<file path="config.mk">
export PLATFORM = sky130hd
export DESIGN_NAME = uart_param_transceiver_flat
export DESIGN_NICKNAME = d
export VERILOG_FILES = /design/src/rtl/uart_pkg.sv /design/src/rtl/uart_param_transceiver_if.sv /design/src/rtl/uart_bit_timer.sv /design/src/rtl/uart_param_transceiver.sv /design/src/flat_wrapper.sv
export SDC_FILE = /design/constraint.sdc
export NUM_CORES = 1
export LEC_CHECK = 0
export CORE_UTILIZATION = 50
export CTS_CLUSTER_DIAMETER = 60
export DETAILED_ROUTE_END_ITERATION = 8
export HOLD_SLACK_MARGIN = 0.06
export PLACE_DENSITY = 0.79
export SYNTH_ARGS = -nofsm -noshare
export SYNTH_HDL_FRONTEND = slang
export SYNTH_HIERARCHICAL = 1
export SYNTH_SLANG_ARGS = --single-unit
export TNS_END_PERCENT = 5
</file>
<file path="constraint.sdc">
create_clock -name clk -period 2.1 [get_ports clk]
set_clock_uncertainty 0.15 [all_clocks]
set_input_delay 0.21 -clock clk [delete_from_list [all_inputs] [get_ports clk]]
set_output_delay 0.21 -clock clk [all_outputs]
set_load 0.1 [all_outputs]
</file>
<file path="src/rtl/uart_pkg.sv">
// Shared definitions for uart_param_transceiver.
//   uart_state_e : state encoding used by both the TX and the RX FSM.
//   frame_len    : clk cycles in one frame (start + data + parity + stop bits).
package uart_pkg;

  typedef enum logic [2:0] {
    ST_IDLE,
    ST_START,
    ST_DATA,
    ST_PARITY,
    ST_STOP
  } uart_state_e;

  function automatic int unsigned frame_len(input int unsigned data_width,
                                            input int unsigned has_parity,
                                            input int unsigned stop_bits,
                                            input int unsigned clks_per_bit);
    return (1 + data_width + has_parity + stop_bits) * clks_per_bit;
  endfunction

endpackage

</file>
<file path="src/rtl/uart_param_transceiver_if.sv">
// Byte-side bus of uart_param_transceiver.
//   enable/i_data          : TX request and payload (master -> slave)
//   o_busy                 : TX frame in progress (slave -> master)
//   received_data          : last good RX payload (slave -> master)
//   data_is_valid/rx_error : 1-cycle RX result pulses (slave -> master)
interface uart_param_transceiver_if #(
  parameter int unsigned DATA_WIDTH = 8
) ();
  logic                  enable;
  logic [DATA_WIDTH-1:0] i_data;
  logic                  o_busy;
  logic [DATA_WIDTH-1:0] received_data;
  logic                  data_is_valid;
  logic                  rx_error;

  modport master (
    output enable, i_data,
    input  o_busy, received_data, data_is_valid, rx_error
  );

  modport slave (
    input  enable, i_data,
    output o_busy, received_data, data_is_valid, rx_error
  );
endinterface

</file>
<file path="src/rtl/uart_bit_timer.sv">
// Bit timer shared by the TX and RX paths.
//   clk, reset : clock, synchronous active-high reset
//   start      : reload the counter to 0 on the next edge
//   half       : 1 = tick at the mid-bit point, 0 = tick at the end of the bit
//   tick       : timing point reached this cycle
// Counter wraps to 0 after CLKS_PER_BIT-1.
module uart_bit_timer #(
  parameter int unsigned CLKS_PER_BIT = 16
) (
  input  logic clk,
  input  logic reset,
  input  logic start,
  input  logic half,
  output logic tick
);
  localparam int unsigned CW = $clog2(CLKS_PER_BIT);
  localparam logic [CW-1:0] LAST = CW'(CLKS_PER_BIT - 1);
  localparam logic [CW-1:0] MID  = CW'(CLKS_PER_BIT / 2 - 1);

  logic [CW-1:0] cnt_d, cnt_q;

  always_comb begin
    cnt_d = cnt_q + CW'(1);
    if (start || (cnt_q == LAST)) cnt_d = '0;
    tick = (cnt_q == (half ? MID : LAST));
  end

  always_ff @(posedge clk) begin
    if (reset) cnt_q <= '0;
    else       cnt_q <= cnt_d;
  end
endmodule

</file>
<file path="src/rtl/uart_param_transceiver.sv">
// Parametrised full-duplex UART (TX serialiser + RX deserialiser, one clock).
//   clk, reset   : clock, synchronous active-high reset
//   bus (slave)  : enable, i_data, o_busy, received_data, data_is_valid, rx_error
//   loopback_en  : 1 = RX fed from serial_out, serial_in ignored
//   serial_out   : TX line, idle high (registered)
//   serial_in    : RX line, asynchronous
// Optional feature: define UART_PARITY_EN to add a parity bit after the data.
module uart_param_transceiver
  import uart_pkg::*;
#(
  parameter int unsigned DATA_WIDTH   = 8,
  parameter int unsigned CLKS_PER_BIT = 16,
  parameter int unsigned STOP_BITS    = 1,
  parameter int unsigned PARITY_ODD   = 0
) (
  input  logic                     clk,
  input  logic                     reset,
  uart_param_transceiver_if.slave  bus,
  input  logic                     loopback_en,
  output logic                     serial_out,
  input  logic                     serial_in
);
`ifdef UART_PARITY_EN
  localparam logic HAS_PARITY = 1'b1;
`else
  localparam logic HAS_PARITY = 1'b0;
`endif
  localparam logic PAR_INV = (PARITY_ODD != 0);
  localparam int unsigned IW = $clog2(DATA_WIDTH + 1);
  localparam logic [IW-1:0] LAST_DATA = IW'(DATA_WIDTH - 1);
  localparam logic [IW-1:0] LAST_STOP = IW'(STOP_BITS - 1);

  // ---------------- TX ----------------
  uart_state_e           tx_state_d, tx_state_q;
  logic [DATA_WIDTH-1:0] tx_shift_d, tx_shift_q;
  logic [IW-1:0]         tx_idx_d, tx_idx_q;
  logic                  tx_par_d, tx_par_q;
  logic                  tx_line_d, tx_line_q;
  logic                  tx_start, tx_tick;

  uart_bit_timer #(.CLKS_PER_BIT(CLKS_PER_BIT)) u_tx_timer (
    .clk   (clk),
    .reset (reset),
    .start (tx_start),
    .half  (1'b0),
    .tick  (tx_tick)
  );

  always_comb begin
    tx_state_d = tx_state_q;
    tx_shift_d = tx_shift_q;
    tx_idx_d   = tx_idx_q;
    tx_par_d   = tx_par_q;
    tx_start   = 1'b0;
    case (tx_state_q)
      ST_IDLE: if (bus.enable) begin
        tx_shift_d = bus.i_data;
        tx_par_d   = (^bus.i_data) ^ PAR_INV;
        tx_state_d = ST_START;
        tx_start   = 1'b1;
      end
      ST_START: if (tx_tick) begin
        tx_state_d = ST_DATA;
        tx_idx_d   = '0;
      end
      ST_DATA: if (tx_tick) begin
        tx_shift_d = tx_shift_q >> 1;
        if (tx_idx_q == LAST_DATA) begin
          tx_idx_d   = '0;
          tx_state_d = HAS_PARITY ? ST_PARITY : ST_STOP;
        end else begin
          tx_idx_d = tx_idx_q + IW'(1);
        end
      end
      ST_PARITY: if (tx_tick) begin
        tx_state_d = ST_STOP;
        tx_idx_d   = '0;
      end
      ST_STOP: if (tx_tick) begin
        if (tx_idx_q == LAST_STOP) tx_state_d = ST_IDLE;
        else                       tx_idx_d   = tx_idx_q + IW'(1);
      end
      default: tx_state_d = ST_IDLE;
    endcase

    // Line level decoded from the next state so serial_out leaves a flop.
    case (tx_state_d)
      ST_START:  tx_line_d = 1'b0;
      ST_DATA:   tx_line_d = tx_shift_d[0];
      ST_PARITY: tx_line_d = tx_par_d;
      default:   tx_line_d = 1'b1;
    endcase
  end

  always_ff @(posedge clk) begin
    if (reset) begin
      tx_state_q <= ST_IDLE;
      tx_shift_q <= '0;
      tx_idx_q   <= '0;
      tx_par_q   <= 1'b0;
      tx_line_q  <= 1'b1;
    end else begin
      tx_state_q <= tx_state_d;
      tx_shift_q <= tx_shift_d;
      tx_idx_q   <= tx_idx_d;
      tx_par_q   <= tx_par_d;
      tx_line_q  <= tx_line_d;
    end
  end

  assign serial_out = tx_line_q;
  assign bus.o_busy = (tx_state_q != ST_IDLE);

  // ---------------- RX ----------------
  // sync_q[1] is the synchronised line, sync_q[2] its previous value.
  logic [2:0]            sync_d, sync_q;
  logic                  rx_bit, rx_prev;
  uart_state_e           rx_state_d, rx_state_q;
  logic [DATA_WIDTH-1:0] rx_shift_d, rx_shift_q;
  logic [DATA_WIDTH-1:0] rx_data_d, rx_data_q;
  logic [IW-1:0]         rx_idx_d, rx_idx_q;
  logic                  rx_par_d, rx_par_q;
  logic                  stop_err_d, stop_err_q;
  logic                  valid_d, valid_q;
  logic                  err_d, err_q;
  logic                  rx_start, rx_half, rx_tick, par_bad;

  uart_bit_timer #(.CLKS_PER_BIT(CLKS_PER_BIT)) u_rx_timer (
    .clk   (clk),
    .reset (reset),
    .start (rx_start),
    .half  (rx_half),
    .tick  (rx_tick)
  );

  always_comb begin
    sync_d  = {sync_q[1:0], (loopback_en ? serial_out : serial_in)};
    rx_bit  = sync_q[1];
    rx_prev = sync_q[2];
    par_bad = HAS_PARITY && (((^rx_shift_q) ^ PAR_INV) != rx_par_q);

    rx_state_d = rx_state_q;
    rx_shift_d = rx_shift_q;
    rx_data_d  = rx_data_q;
    rx_idx_d   = rx_idx_q;
    rx_par_d   = rx_par_q;
    stop_err_d = stop_err_q;
    valid_d    = 1'b0;
    err_d      = 1'b0;
    rx_start   = 1'b0;
    rx_half    = (rx_state_q == ST_START);

    case (rx_state_q)
      // Edge detect (not level) so a held-low break cannot retrigger.
      ST_IDLE: if (rx_prev && !rx_bit) begin
        rx_state_d = ST_START;
        rx_start   = 1'b1;
      end
      // Mid-start sample; the timer is re-aligned so later ticks land mid-bit.
      ST_START: if (rx_tick) begin
        rx_start = 1'b1;
        if (!rx_bit) begin
          rx_state_d = ST_DATA;
          rx_idx_d   = '0;
          stop_err_d = 1'b0;
        end else begin
          rx_state_d = ST_IDLE;
        end
      end
      ST_DATA: if (rx_tick) begin
        rx_shift_d = {rx_bit, rx_shift_q[DATA_WIDTH-1:1]};
        if (rx_idx_q == LAST_DATA) begin
          rx_idx_d   = '0;
          rx_state_d = HAS_PARITY ? ST_PARITY : ST_STOP;
        end else begin
          rx_idx_d = rx_idx_q + IW'(1);
        end
      end
      ST_PARITY: if (rx_tick) begin
        rx_par_d   = rx_bit;
        rx_idx_d   = '0;
        rx_state_d = ST_STOP;
      end
      ST_STOP: if (rx_tick) begin
        if (rx_idx_q == LAST_STOP) begin
          rx_state_d = ST_IDLE;
          if (stop_err_q || !rx_bit || par_bad) begin
            err_d = 1'b1;
          end else begin
            valid_d   = 1'b1;
            rx_data_d = rx_shift_q;
          end
        end else begin
          stop_err_d = stop_err_q | !rx_bit;
          rx_idx_d   = rx_idx_q + IW'(1);
        end
      end
      default: rx_state_d = ST_IDLE;
    endcase
  end

  always_ff @(posedge clk) begin
    if (reset) begin
      sync_q     <= '1;
      rx_state_q <= ST_IDLE;
      rx_shift_q <= '0;
      rx_data_q  <= '0;
      rx_idx_q   <= '0;
      rx_par_q   <= 1'b0;
      stop_err_q <= 1'b0;
      valid_q    <= 1'b0;
      err_q      <= 1'b0;
    end else begin
      sync_q     <= sync_d;
      rx_state_q <= rx_state_d;
      rx_shift_q <= rx_shift_d;
      rx_data_q  <= rx_data_d;
      rx_idx_q   <= rx_idx_d;
      rx_par_q   <= rx_par_d;
      stop_err_q <= stop_err_d;
      valid_q    <= valid_d;
      err_q      <= err_d;
    end
  end

  assign bus.received_data = rx_data_q;
  assign bus.data_is_valid = valid_q;
  assign bus.rx_error      = err_q;
endmodule

</file>
<file path="src/flat_wrapper.sv">
// flat-port wrapper written by rule: the top's interface ports become plain ports
module uart_param_transceiver_flat import uart_pkg::*;
#(
  parameter int unsigned DATA_WIDTH   = 8,
  parameter int unsigned CLKS_PER_BIT = 16,
  parameter int unsigned STOP_BITS    = 1,
  parameter int unsigned PARITY_ODD   = 0
)
  (clk, reset, loopback_en, serial_out, serial_in, bus_enable, bus_i_data, bus_o_busy, bus_received_data, bus_data_is_valid, bus_rx_error);
  uart_param_transceiver_if #(.DATA_WIDTH(DATA_WIDTH)) bus_i ();
  input  logic clk;
  input  logic reset;
  input  logic loopback_en;
  output logic serial_out;
  input  logic serial_in;
  input wire logic [$bits(bus_i.enable)-1:0] bus_enable;
  input wire logic [$bits(bus_i.i_data)-1:0] bus_i_data;
  output wire logic [$bits(bus_i.o_busy)-1:0] bus_o_busy;
  output wire logic [$bits(bus_i.received_data)-1:0] bus_received_data;
  output wire logic [$bits(bus_i.data_is_valid)-1:0] bus_data_is_valid;
  output wire logic [$bits(bus_i.rx_error)-1:0] bus_rx_error;
  assign bus_i.enable = bus_enable;
  assign bus_i.i_data = bus_i_data;
  assign bus_o_busy = bus_i.o_busy;
  assign bus_received_data = bus_i.received_data;
  assign bus_data_is_valid = bus_i.data_is_valid;
  assign bus_rx_error = bus_i.rx_error;
  uart_param_transceiver #(.DATA_WIDTH(DATA_WIDTH), .CLKS_PER_BIT(CLKS_PER_BIT), .STOP_BITS(STOP_BITS), .PARITY_ODD(PARITY_ODD)) u_core (.clk(clk), .reset(reset), .bus(bus_i), .loopback_en(loopback_en), .serial_out(serial_out), .serial_in(serial_in));
endmodule
</file>
; ---- After elaboration in Yosys (flattened, before gate mapping)
; Cells that the tools add are included.
[classes]
n_eq_ne = 30
div = 0
magnitude_cmp = 0
multipliers = 0
n_mux = 51
n_reduce_logical = 26
shifts = 0
n_addsub = 4
bitwise_logic = 5
[ops]
columns = op, n
row1 = $mux W4, 13
row2 = $mux W3, 14
row3 = $pmux W3 S5, 2
row4 = $ne A2 B1 Y1 const B, 10
row5 = $eq A3 B2 Y1 const B, 6
row6 = $add A4 B1 Y4 const B, 4
row7 = $mux W8, 2
row8 = $pmux W4 S4, 1
row9 = $pmux W8 S2, 1
row10 = $reduce_and A7 Y1, 2
row11 = $mux W1, 13
row12 = $pmux W4 S3, 1
row13 = $reduce_and A5 Y1, 2
row14 = $eq A3 B1 Y1 const B, 3
row15 = $eq A4 B3 Y1 const B, 2
row16 = $eq A4 B4 Y1 const B, 2
row17 = $logic_not A4 Y1, 2
row18 = $ne A2 B2 Y1 const B, 4
row19 = $reduce_xor A8 Y1, 1
row20 = $eq A3 B3 Y1 const B, 2
row21 = $logic_not A3 Y1, 2
row22 = $reduce_bool A3 Y1, 2
row23 = $reduce_or A2 Y1, 3
row24 = $eq A4 B4 Y1, 1
row25 = 14 further kinds, 21
[word_totals]
n_memories = 0
mem_bits_ro = 0
out_inout_bits = 12
ff_bits = 54
latch_bits = 0
input_bits = 13
elab_cells = 132
mem_bits_rw = 0

; ---- Depth between registers and ports, before layout
[logic_depth]
ltp_word = 7
depth_mapped = 10
mapped_depth_nobuf = 9

; ---- Modules after synthesis
; The synthesis kept the hierarchy.
[by_module_without_submodules]
columns = module, seq_area_each_um2, cells_per_inst, area_each_um2, n_inst
row1 = uart_param_transceiver, 920.9, 245, 2215.9, 1
row2 = uart_bit_timer, 80.1, 19, 178.9, 2

; ---- Worst setup path after synthesis
; Ideal clock, no wire load.
[synth_timing]
kind = reg-to-reg
start = register u_core.rx_state_q[1]
end = register u_core.rx_data_q[0] (netlist: u_core/bus.received_data[0])
setup_time_ns = 0.128
t_arrival_ns = 1.957
path_stages_with_launch = 11
slack_ns = -0.134
required_ns = 1.822
period_less_slack_ns = 2.234
path_buffers = 1
path_cell_list = dfxtp_1 buf_2 nor2_1 and2_1 xor2_1 and3_1 and4bb_1 nand3_1 nor2_4 mux2i_1 nor2_1
[synth_via]
elab_chain_len = 4
elab_cells_between_ends = 5
classes_between = eq/ne: 3 / mux: 1 / reduce/logical: 1
[synth_rtl]
columns = element, line
row1 = start: declaration, uart_param_transceiver.sv:118  ; uart_state_e rx_state_d, rx_state_q;
row2 = start signal: assignment, uart_param_transceiver.sv:215  ; rx_state_q <= rx_state_d;
row3 = $eq A3 B1 Y1, uart_param_transceiver.sv:151  ; rx_half = (rx_state_q == ST_START);
row4 = via u_core.rx_half, uart_param_transceiver.sv:126  ; logic rx_start, rx_half, rx_tick, par_bad;
row5 = $mux W4, uart_bit_timer.sv:25  ; tick = (cnt_q == (half ? MID : LAST));
row6 = $eq A4 B4 Y1, uart_bit_timer.sv:25
row7 = via u_core.rx_tick, uart_param_transceiver.sv:126
row8 = $reduce_and A4 Y1 (no source line), -
row9 = end signal: assignment, uart_param_transceiver.sv:217  ; rx_data_q <= rx_data_d;
row10 = end: declaration, uart_param_transceiver.sv:120  ; logic [DATA_WIDTH-1:0] rx_data_d, rx_data_q;
; The timed path passes the listed nets, and every way through them passes these cells.
; A chain may end at the register's enable or synchronous reset.

; ---- Final worst setup path
[layout_timing]
start = register u_core.rx_state_q[2]
end = register u_core.rx_data_q[7] (netlist: u_core/bus.received_data[7])
; The elaborated chain is that of the path after synthesis.

==> out/results.ini <==
[status]
status=completed

[clocking]
h-tree-depth=2
clkLatencyLatePin_ns=0.30
clkTransAtPathRegs_ns=0.09
root_buffer=clkbuf_8
cts-hold-fix-buffers=0
clock-sinks=54
cts_max_path_buffers=2
cts_tree=yes
cts_buffers=5

[setup_path]
critical_path.max_fanout=8
crit_type=reg -> reg
cp-end-kind=register
cp.arrival_ns=2.07
cp.required_ns=2.13
start_kind=register

[sta]
fin_crit_sh_pct=97.4
max_freq_mhz=489
fin_ws_ns=0.0538
finalSetupViolCount=0
maxSlewHeadroom_pct=64.5
rsz0062_at_grt=true
worst_pin_slew_ns=0.532
final_hold_viol_count=0
fin_crit_ns=2.05
setup-tns-final_ns=0
slew_viol_final=0

[finish]
area_delta_synth_final_pct=18.4
drive_gt1_share_pct=18.4
antenna_cells=0
final_common_cell=dfxtp_1
fin_cells=383
most-common-layout-cells=dfxtp_1, nor2_1, buf_4
fin_area_sq_mm=0.00305
nNetsFinal=334

[power]
p_sw_uw=483
p_per_area_mw_per_mm2=654
comb_power_share_pct=11.6
clockPowerShare_pct=34.4
pwr-share-seq_pct=54.1
internal_power_uw=1510
peakVddDrop_v=0.000451
switching_share_pct=24.2
p_leak_uw=0.00114
p_total_uw=1990

[route]
drt_iter0_markers=103
wl_mm=4.59
postRouteAntennaNets=0
vias=2024
drc=0
vias_per_cell=5.28
firstDrtPassIters=4
routedWlPerCell_um=12.0

[logic_synthesis]
async_flop_share_pct=0
ys_warn_count=6
ys.flop_type=dfxtp_1
synth_edf_count=0
syn-num-nets=302
syn_area_sq_mm=0.00257
ys_types=57
avgSynthCellArea_sq_um=9.09
synth_seq_cells=54
ys_seq_area_share_pct=42.0
syn_inst=283

[grt]
antenna_found_initial=0
grt_pass1_vias=1945
grt_max_degree=29
overflow=0
grt_pass1_wl_mm=8.16
grt_usage_pct=19.1

[hold_path]
hold_path.class=in -> reg

[placed_design]
gp_congestion=0.797
dp_hpwl_mm=3.40
dpl-instance-area_sq_mm=0.00291
place_ws_ns=-0.0206
port_buffers=24
dpl.cell_count=374

[die]
die_y_um=73.7
die_w_um=73.7
ios=25
start_util_pct=53.1
rows=25
coreArea_sq_mm=0.00485
dieArea_sq_mm=0.00544

[job]
maxCapViolations=0

[through the flow]
step | util (%) | hold slack, ns
final | 62.9 | 0.217
after global routing | 62.9 | 0.237
after global placement | 60.1 | 0.246
after CTS | 62.8 | 0.215
after floorplan | - | 0.131
after detailed placement | 60.1 | 0.248
[worst max-delay path, stage by stage, from the launching register on]
cell      delay, ns
dfxtp_2        0.35
nor2_4         0.10
and2_4         0.15
xor2_1         0.14
and3_4         0.20
and4bb_1       0.24
nand3_2        0.11
nor2_4         0.12
buf_12         0.14
mux2i_1        0.18
nor2_1         0.05
[path summary, 6_finish.rpt]
check / startpoint / endpoint / slack [ns] / depth (start not counted)
worst max register to register: u_core/rx_state_q[2]$_SDFFE_PP0P_ / u_core/bus.received_data[7]$_SDFFE_PP0P_ / 0.05 / 10
worst min register to register: u_core/sync_q[0]$_SDFF_PP1_ / u_core/sync_q[1]$_SDFF_PP1_ / 0.27 / 1
worst min-delay path: reset / u_core/bus.received_data[5]$_SDFFE_PP0P_ / 0.22 / 2
worst max-delay path: u_core/rx_state_q[2]$_SDFFE_PP0P_ / u_core/bus.received_data[7]$_SDFFE_PP0P_ / 0.05 / 10
[cells by family after synthesis]
logic type | Yosys count | synth area share, %
other | 1 | 0.146
AO/OA/AOI/OAI | 53 | 13.7
flip-flops | 54 | 42.0
AND/OR/NAND/NOR | 113 | 24.8
adder cells (fa/ha/maj) | 6 | 2.92
XOR/XNOR | 14 | 4.76
buffers and inverters | 24 | 4.72
multiplexers | 18 | 7.00
[Yosys cell counts (4+ instances only)]
master | n | area share, %
a22oi_1 | 7 | 2.0
o21ai_0 | 4 | 0.78
inv_1 | 11 | 1.6
ha_1 | 6 | 2.9
clkbuf_1 | 5 | 0.73
a21oi_1 | 21 | 4.1
nor2_1 | 38 | 5.5
buf_2 | 4 | 0.78
nor3_1 | 4 | 0.78
nand3_1 | 7 | 1.4
dfxtp_1 | 54 | 42
xnor2_1 | 11 | 3.7
mux2i_1 | 18 | 7.0
nand2b_1 | 5 | 1.2
nor3b_1 | 4 | 1.2
and3_1 | 7 | 1.7
nand2_1 | 19 | 2.8
[flip-flops by register name, summed over array words and instances, names as in the netlist]
signal / cells
u_core/bus.data_is_valid: 1
u_core/bus.received_data: 8
u_core/bus.rx_error: 1
u_core/rx_idx_q: 4
u_core/rx_shift_q: 8
u_core/rx_state_q: 3
u_core/serial_out: 1
u_core/stop_err_q: 1
u_core/sync_q: 3
u_core/tx_idx_q: 4
u_core/tx_par_q: 1
u_core/tx_shift_q: 8
u_core/tx_state_q: 3
u_core/u_rx_timer/cnt_q: 4
u_core/u_tx_timer/cnt_q: 4
[layer usage]
layer,wire length (um),vias up,part of all wire [%],global-route usage (%)
met5,0,-,0,0
met4,51,0,1.1,6.84
met3,133,4,2.9,3.43
met2,2200,32,48,33.0
met1,2210,945,48,23.8
li1,-,1043,-,-
[area by class of cell]
type,instances,area (sq um)
clock buffers,5,68.8
clock inverters,3,45.0
fillers,404,1800
inverters,11,41.3
multi-input cells,205,1390
flip-flops and latches,54,1080
well taps,67,83.8
repair buffers,38,335
[power by group through the flow]
stage | registers [uW] | clock network, uW | logic [uW]
2_1_floorplan | 1110 | 0 | 162
3_3_place_gp | 1100 | 0 | 226
3_5_place_dp | 1100 | 0 | 230
4_1_cts | 1080 | 702 | 232
5_1_grt | 1080 | 740 | 253
6_report | 1080 | 685 | 230
[timing repair]
item	CTS	global route
gates resized for setup	0	1
cloned	0	0
endpoints found under the setup margin	6	8
setup buffers	1	0
pin swaps	1	0
hold endpoints to repair	0	0
Note: power is estimated with default switching activity, not from simulation.
